$ cat src/rtl/imm_gen_pipe.sv
// rtl/imm_gen_pipe.sv - immediate extraction/extension ahead of a 2-entry skid buffer
module imm_gen_pipe #(
  parameter int DATA_W     = 16,
  parameter int TAG_W      = 16,
  parameter int WORD_SHIFT = 0
) (
  input  logic              clk,
  input  logic              rst_n,
  input  logic              flush,
  input  logic              in_valid,
  output logic              in_ready,
  input  logic [15:0]       instr,
  input  logic [TAG_W-1:0]  in_tag,
  output logic              out_valid,
  input  logic              out_ready,
  output logic [DATA_W-1:0] imm_out,
  output logic              imm_used,
  output logic [TAG_W-1:0]  out_tag
);

  // One buffer entry is {imm, imm_used, tag}, packed MSB to LSB.
  localparam int ENT_W    = DATA_W + 1 + TAG_W;
  localparam int USED_BIT = TAG_W;
  localparam int IMM_LSB  = TAG_W + 1;

  logic [3:0]        opcode;
  logic [DATA_W-1:0] zext4;
  logic [DATA_W-1:0] sext4;
  logic [DATA_W-1:0] sext8;
  logic [DATA_W-1:0] zext8;
  logic [DATA_W-1:0] sext9;
  logic [DATA_W-1:0] ext_imm;
  logic              ext_used;
  logic [ENT_W-1:0]  ext_entry;

  // instr[11:9] never feeds any immediate format.
  logic              unused_instr_bits;

  logic [ENT_W-1:0]  mem [2];
  logic              wr_ptr;
  logic              rd_ptr;
  logic [1:0]        count;
  logic              push;
  logic              pop;
  logic [ENT_W-1:0]  head;

  assign opcode            = instr[15:12];
  assign unused_instr_bits = ^instr[11:9];

  // Candidate extensions of each immediate field; the opcode picks one.
  assign zext4 = {{(DATA_W-4){1'b0}}, instr[3:0]};
  assign sext4 = {{(DATA_W-4){instr[3]}}, instr[3:0]};
  assign sext8 = {{(DATA_W-8){instr[7]}}, instr[7:0]};
  assign zext8 = {{(DATA_W-8){1'b0}}, instr[7:0]};
  assign sext9 = {{(DATA_W-9){instr[8]}}, instr[8:0]};

  // Opcode decode: select the immediate and flag whether the opcode carries one.
  always_comb begin
    ext_imm  = '0;
    ext_used = 1'b0;
    case (opcode)
      4'h4, 4'h5, 4'h6: begin
        ext_imm  = zext4;
        ext_used = 1'b1;
      end
      4'h8, 4'h9: begin
        // Load/store offsets may be scaled to a word address.
        ext_imm  = sext4 << WORD_SHIFT;
        ext_used = 1'b1;
      end
      4'hA: begin
        ext_imm  = sext8;
        ext_used = 1'b1;
      end
      4'hB: begin
        ext_imm  = zext8;
        ext_used = 1'b1;
      end
      4'hC, 4'hD, 4'hE: begin
        ext_imm  = sext9;
        ext_used = 1'b1;
      end
      default: begin
        ext_imm  = '0;
        ext_used = 1'b0;
      end
    endcase
  end

  assign ext_entry = {ext_imm, ext_used, in_tag};

  // Handshakes; in_ready is forced low while reset is held.
  assign in_ready  = rst_n & (count != 2'd2);
  assign out_valid = (count != 2'd0);
  assign push      = in_valid & in_ready;
  assign pop       = out_valid & out_ready;

  // Occupancy and pointers; flush discards everything and wins over push/pop.
  always_ff @(posedge clk or negedge rst_n) begin
    if (!rst_n) begin
      count  <= 2'd0;
      wr_ptr <= 1'b0;
      rd_ptr <= 1'b0;
    end else if (flush) begin
      count  <= 2'd0;
      wr_ptr <= 1'b0;
      rd_ptr <= 1'b0;
    end else begin
      if (push) begin
        wr_ptr <= ~wr_ptr;
      end
      if (pop) begin
        rd_ptr <= ~rd_ptr;
      end
      count <= count + {1'b0, push} - {1'b0, pop};
    end
  end

  // Entry storage, written at the write pointer on an accepted push.
  always_ff @(posedge clk or negedge rst_n) begin
    if (!rst_n) begin
      mem[0] <= '0;
      mem[1] <= '0;
    end else if (push && !flush) begin
      mem[wr_ptr] <= ext_entry;
    end
  end

  // Head outputs are gated by out_valid so reset clears them without a clock edge.
  assign head     = mem[rd_ptr];
  assign imm_out  = out_valid ? head[ENT_W-1:IMM_LSB] : '0;
  assign imm_used = out_valid ? head[USED_BIT] : 1'b0;
  assign out_tag  = out_valid ? head[TAG_W-1:0] : '0;

endmodule

$ cat config.mk
export PLATFORM = sky130hd
export DESIGN_NAME = imm_gen_pipe
export DESIGN_NICKNAME = d
export VERILOG_FILES = /design/src/rtl/imm_gen_pipe.sv
export SDC_FILE = /design/constraint.sdc
export NUM_CORES = 1
export LEC_CHECK = 0
export BUFFER_PORTS_ARGS = -buffer_cell sky130_fd_sc_hd__buf_4
export CORE_ASPECT_RATIO = 1.4
export CORE_MARGIN = 5
export CORE_UTILIZATION = 50
export CTS_CLUSTER_SIZE = 24
export DETAILED_ROUTE_END_ITERATION = 10
export PLACE_DENSITY = 0.76
export SLEW_MARGIN = 20
export SYNTH_ARGS = -nofsm -noshare
export SYNTH_HDL_FRONTEND = slang
export SYNTH_SLANG_ARGS = --single-unit
$ cat constraint.sdc
create_clock -name clk -period 1.9 [get_ports clk]
set_input_delay 0.095 -clock clk [delete_from_list [all_inputs] [get_ports clk]]
set_output_delay 0.095 -clock clk [all_outputs]
set_load 0.005 [all_outputs]
== Word-level counts from Yosys, hierarchy flattened ==
Index checks and enable logic that the tools add are counted.
Storage, ports and cells
  register bits: 70
  output and inout port bits: 35
Cells by class
  $lt $le $gt $ge: 3
  muxes and demuxes: 16
  reduce and logical (&&, ||, !) cells: 10
  bitwise operators: 7
  $add $sub $neg: 2
  equal/unequal tests: 11
Operators with widths (number)
  33-bit two-way mux: 4
  16-bit one-hot mux with 5 select lines: 1
  66-bit bitwise mux: 1
  33-bit demux with 1-bit select: 1
  16-bit two-way mux: 2
  4-bit == test, second input constant: 7
  4-bit by 3-bit == test with 1-bit output, second input constant: 3
  10-bit OR reduction: 1
  1-bit two-way mux: 6
  2-bit nonzero test: 3
  3-bit OR reduction: 2
  2-bit >= comparator, second input constant: 2
  1-bit inverter with 2-bit output: 2
  1-bit AND: 3
  2-bit by 1-bit adder with 2-bit output: 1
  1-bit logical AND: 2
  2-bit by 1-bit less-than comparator with 1-bit output, second input constant: 1
  2-bit two-way mux: 1
  2-bit != test, second input constant: 1
  1-bit inverter: 2
  2-bit OR reduction: 1
  2-bit by 1-bit subtractor with 2-bit output: 1
  1-bit zero test: 1

== Longest topological paths before layout ==
  depth in word-level cells: 6
  mapped depth: 7

== Least setup slack after synthesis ==
Ideal clock, no wire load.
  kind: register -> register
  start: reg count[1]
  end: reg count[0]
  setup slack: 0.396 ns
  cell stages (with the launch flop): 7
  required time: 1.782 ns
  arrival time: 1.386 ns
  cells stage by stage: dfrtp_1 > o21ai_0 > inv_1 > ha_1 > inv_1 > ha_1 > nor2b_1
On the way
  word-level cells in the longest chain between the ends: 6
  elaborated cells between the ends (all ways): 8
  those cells by class: add/sub (2); eq/ne (1); mux (1); bitwise (3); reduce/logical (1)
Ends and longest elaborated chain
  from (decl): line 42  | logic [1:0] count;
  from (signal assigned): line 115  | count <= count + {1'b0, push} - {1'b0, pop};
  2-bit != test: line 93  | assign in_ready = rst_n & (count != 2'd2);
  1-bit AND: line 93
  1-bit AND: line 95  | assign push = in_valid & in_ready;
  2-bit by 1-bit adder with 2-bit output: line 115
  2-bit by 1-bit subtractor with 2-bit output *: line 115
  2-bit two-way mux *: line 104  | end else if (flush) begin
Every way passes the cells marked *; elsewhere a longest branch is shown, timed or not.
A chain may end at the register's enable or synchronous reset.

== Worst setup path after layout ==
  start: in rst_n
  end: reg mem[16] (netlist name)
On the way
  word-level cells in the longest chain between the ends: 3
Ends and longest elaborated chain
  from (decl): line 8  | input logic rst_n,
  1-bit AND: line 93
  1-bit AND: line 95
  1-bit logical AND: line 124  | end else if (push && !flush) begin
  to (signal, indexed assignment): line 125  | mem[wr_ptr] <= ext_entry;
  to (decl): line 39  | logic [ENT_W-1:0] mem [2];
No other way between the ends.

==> flow_summary.ini <==
[layout]
drive_gt1_frac = 0.430
utilization = 0.622
stdcell_area_um2 = 3590
area_growth_pct = 22.6
num-nets-final = 343
antenna_cells = 0

[worst_setup_path]
critical_path_arrival_ps = 2010
path_cells = dlygate4sd3_1 > buf_4 > and2_1 > and4_4 > buf_12 > mux2_2
cp_slowest_stage_delay_ps = 530
r2r-start = count[0]
slowest_stage = dlygate4sd3_1
cp-endpoint = mem[16]
crit_path_start_kind = input port
crit_type = input port to flop
crit-reg2reg-capture = mem[16]
crit_required_ps = 2100
r2r_setup_slack_ps = 240
worstSetupEndpointType = flop
startpoint = rst_n
rr_worst_depth = 4
crit_fanout = 13

[clock_tree]
cts-hold-fix-buffers = 2
cts.clk_slew.worst_paths_ps = 100
cts_resized = 0
clk_latency_ps = 300
cts-buffers-inserted = 5
cts-root-buf = clkbuf_8
cts_setup_buffers = 0
htree_num_levels = 2
cts_tree = yes
cts.sinks = 56
clock_path_buffers = 2

[logic_synthesis]
synthTopCellsByCount = dfrtp_1, mux2i_1, mux2_4, nor2_1
synth_edf_count = 0
synth.area.top_cells = dfrtp_1, mux2_4, mux2i_1
syn_avg_cell_area_um2 = 12.3
ys_seq_area_frac = 0.478
synth_flop_cell = dfrtp_1
async_flop_share = 1.00
yosysWarnings = 0
synthCells = 238
yosysTopAreaCellShare = 0.478
synth.largest_area_cell = dfrtp_1
yosysMostFrequentCell = dfrtp_1
synth_nets = 277
synth.distinct_cells = 30
synth_seq_cells = 56
synthesis.area_um2 = 2930

[flow_run]
maxCapViolCount = 0

[sta]
whs_ps = 22.3
tns_ps = 0
report.final.hold_viol_count = 0
drv_slew = 0
fin_worst_skew_ps = 6.72
fin_crit_sh = 0.951
fmax_mhz = 554
final.min_clock_period_ps = 1810
worst_pin_slew_ps = 571
max_slew_margin = 0.619
rsz0062_at_grt = no
setup_viol = 0

[power]
share_seq_of_total_power = 0.405
p_clk_frac = 0.162
p_leak_nw = 1.73
power.density_nw_per_um2 = 1330
vdd_drop_max_mv = 0.491
switching_power_mw = 1.49
swShare = 0.312
total_power_mw = 4.77
pwr-share-comb = 0.433
p_int_mw = 3.28

[drt]
route.detailed.drc = 0
drt_iter0_markers = 108
wl_mm = 5.84
vias_per_cell = 5.17
dr.pass1.iters = 4
antenna_left = 0
vias = 1938
routedWlPerCell_um = 15.6

[global_routing]
grt_pass1_wl_mm = 10.0
grt_pass1_vias = 2113
grtUsageTotal = 0.170
antenna_found_initial = 0
globalRoute.totalOverflow = 0
grt_max_degree = 48

[floorplanning]
dieWidth_um = 74.7
pin_count = 72
rows = 33
die_y_um = 101
coreArea_um2 = 5780
initial_core_util = 0.507
die-area_um2 = 7510

[placed_design]
place_congestion = 0.716
post_dp_cell_area_um2 = 3460
port_buffers = 68
post-dp-hpwl_mm = 4.31

[min_path]
hold_class = input port to flop

[run_status]
status = completed
final cells by class:
| cell class | instances | area [µm²] |
|---|---|---|
| multi-input cells | 150 | 1340 |
| inverters | 12 | 45.0 |
| repair buffers | 79 | 611 |
| fillers | 477 | 2190 |
| clock inverters | 3 | 42.5 |
| flip-flops and latches | 56 | 1400 |
| clock buffers | 5 | 68.8 |
| well taps | 70 | 87.6 |
metrics by stage:
stage          instances  setup slack [ps]
2_1_floorplan        238               396
3_3_place_gp         365               274
3_5_place_dp         365               239
4_1_cts              375              78.0
5_1_grt              375             0.874
6_report             375              93.9
critical path, delay by kind of cell:
| kind | cells | cell delay [ps] |
|---|---|---|
| buffers and inverters | 3 | 930 |
| AND/OR/NAND/NOR | 2 | 640 |
| multiplexers | 1 | 340 |
kinds of logic (layout without fill, tap and decap cells):
family                     after synthesis  in the layout  synth area share
adders and majority gates                2              2           0.00854
xor gates and xnor gates                 3              3           0.00897
muxes                                   76             76             0.316
DFF                                     56             56             0.478
buffers and inverters                   32             99            0.0662
AOI/OAI and AO/OA                       13             13            0.0295
and+or+nand+nor                         56             56            0.0927
cell usage in the layout, fill, tap and decap left out, types with 2 or more instances in the layout:
cell,synthesis,final
mux2i_1,34,34
nor2b_1,4,4
mux2_2,12,12
o21bai_1,4,4
mux2_4,30,30
xor2_1,2,2
o21ai_0,3,3
buf_4,8,76
nor2_1,30,29
clkbuf_8,0,5
nand3_1,5,5
inv_1,12,12
and3_1,5,5
nand2_1,3,3
and2_1,3,3
ha_1,2,2
dfrtp_1,56,56
dlygate4sd3_1,0,2
a31oi_1,3,3
sequential cells by signal, summed over array words and instances (netlist names):
signal and flops:
rd_ptr 1, wr_ptr 1, count 2, mem 52
routing by layer:
layer	up-vias	GRT usage	wire, µm
li1	935	-	-
met4	0	0.0452	76
met2	52	0.284	3020
met5	-	0	0
met1	946	0.226	2460
met3	5	0.0289	290
power by group through the flow:
| stage | clock, mW | combinational, mW | sequential [mW] |
|---|---|---|---|
| after detailed placement | 0 | 2.09 | 1.96 |
| after CTS | 0.795 | 2.11 | 1.94 |
| final | 0.772 | 2.07 | 1.94 |
| after global placement | 0 | 2.06 | 1.92 |
| after floorplan | 0 | 1.39 | 1.87 |
| after global routing | 0.828 | 2.30 | 2.01 |
how the worst min path moves through the flow:
| stage | startpoint | end | slack, ps | cells after the start |
|---|---|---|---|---|
| 2_1_floorplan | rst_n | count[0] | -200 | 0 |
| 3_3_place_gp | rst_n | mem[18] | -60 | 1 |
| 3_5_place_dp | rst_n | mem[18] | -60 | 1 |
| 4_1_cts | in_tag[1] | mem[1] | 10 | 2 |
| 5_1_grt | in_tag[1] | mem[1] | 20 | 2 |
| 6_report | in_tag[3] | mem[36] | 20 | 2 |
Power figures use the tool's default switching activity.
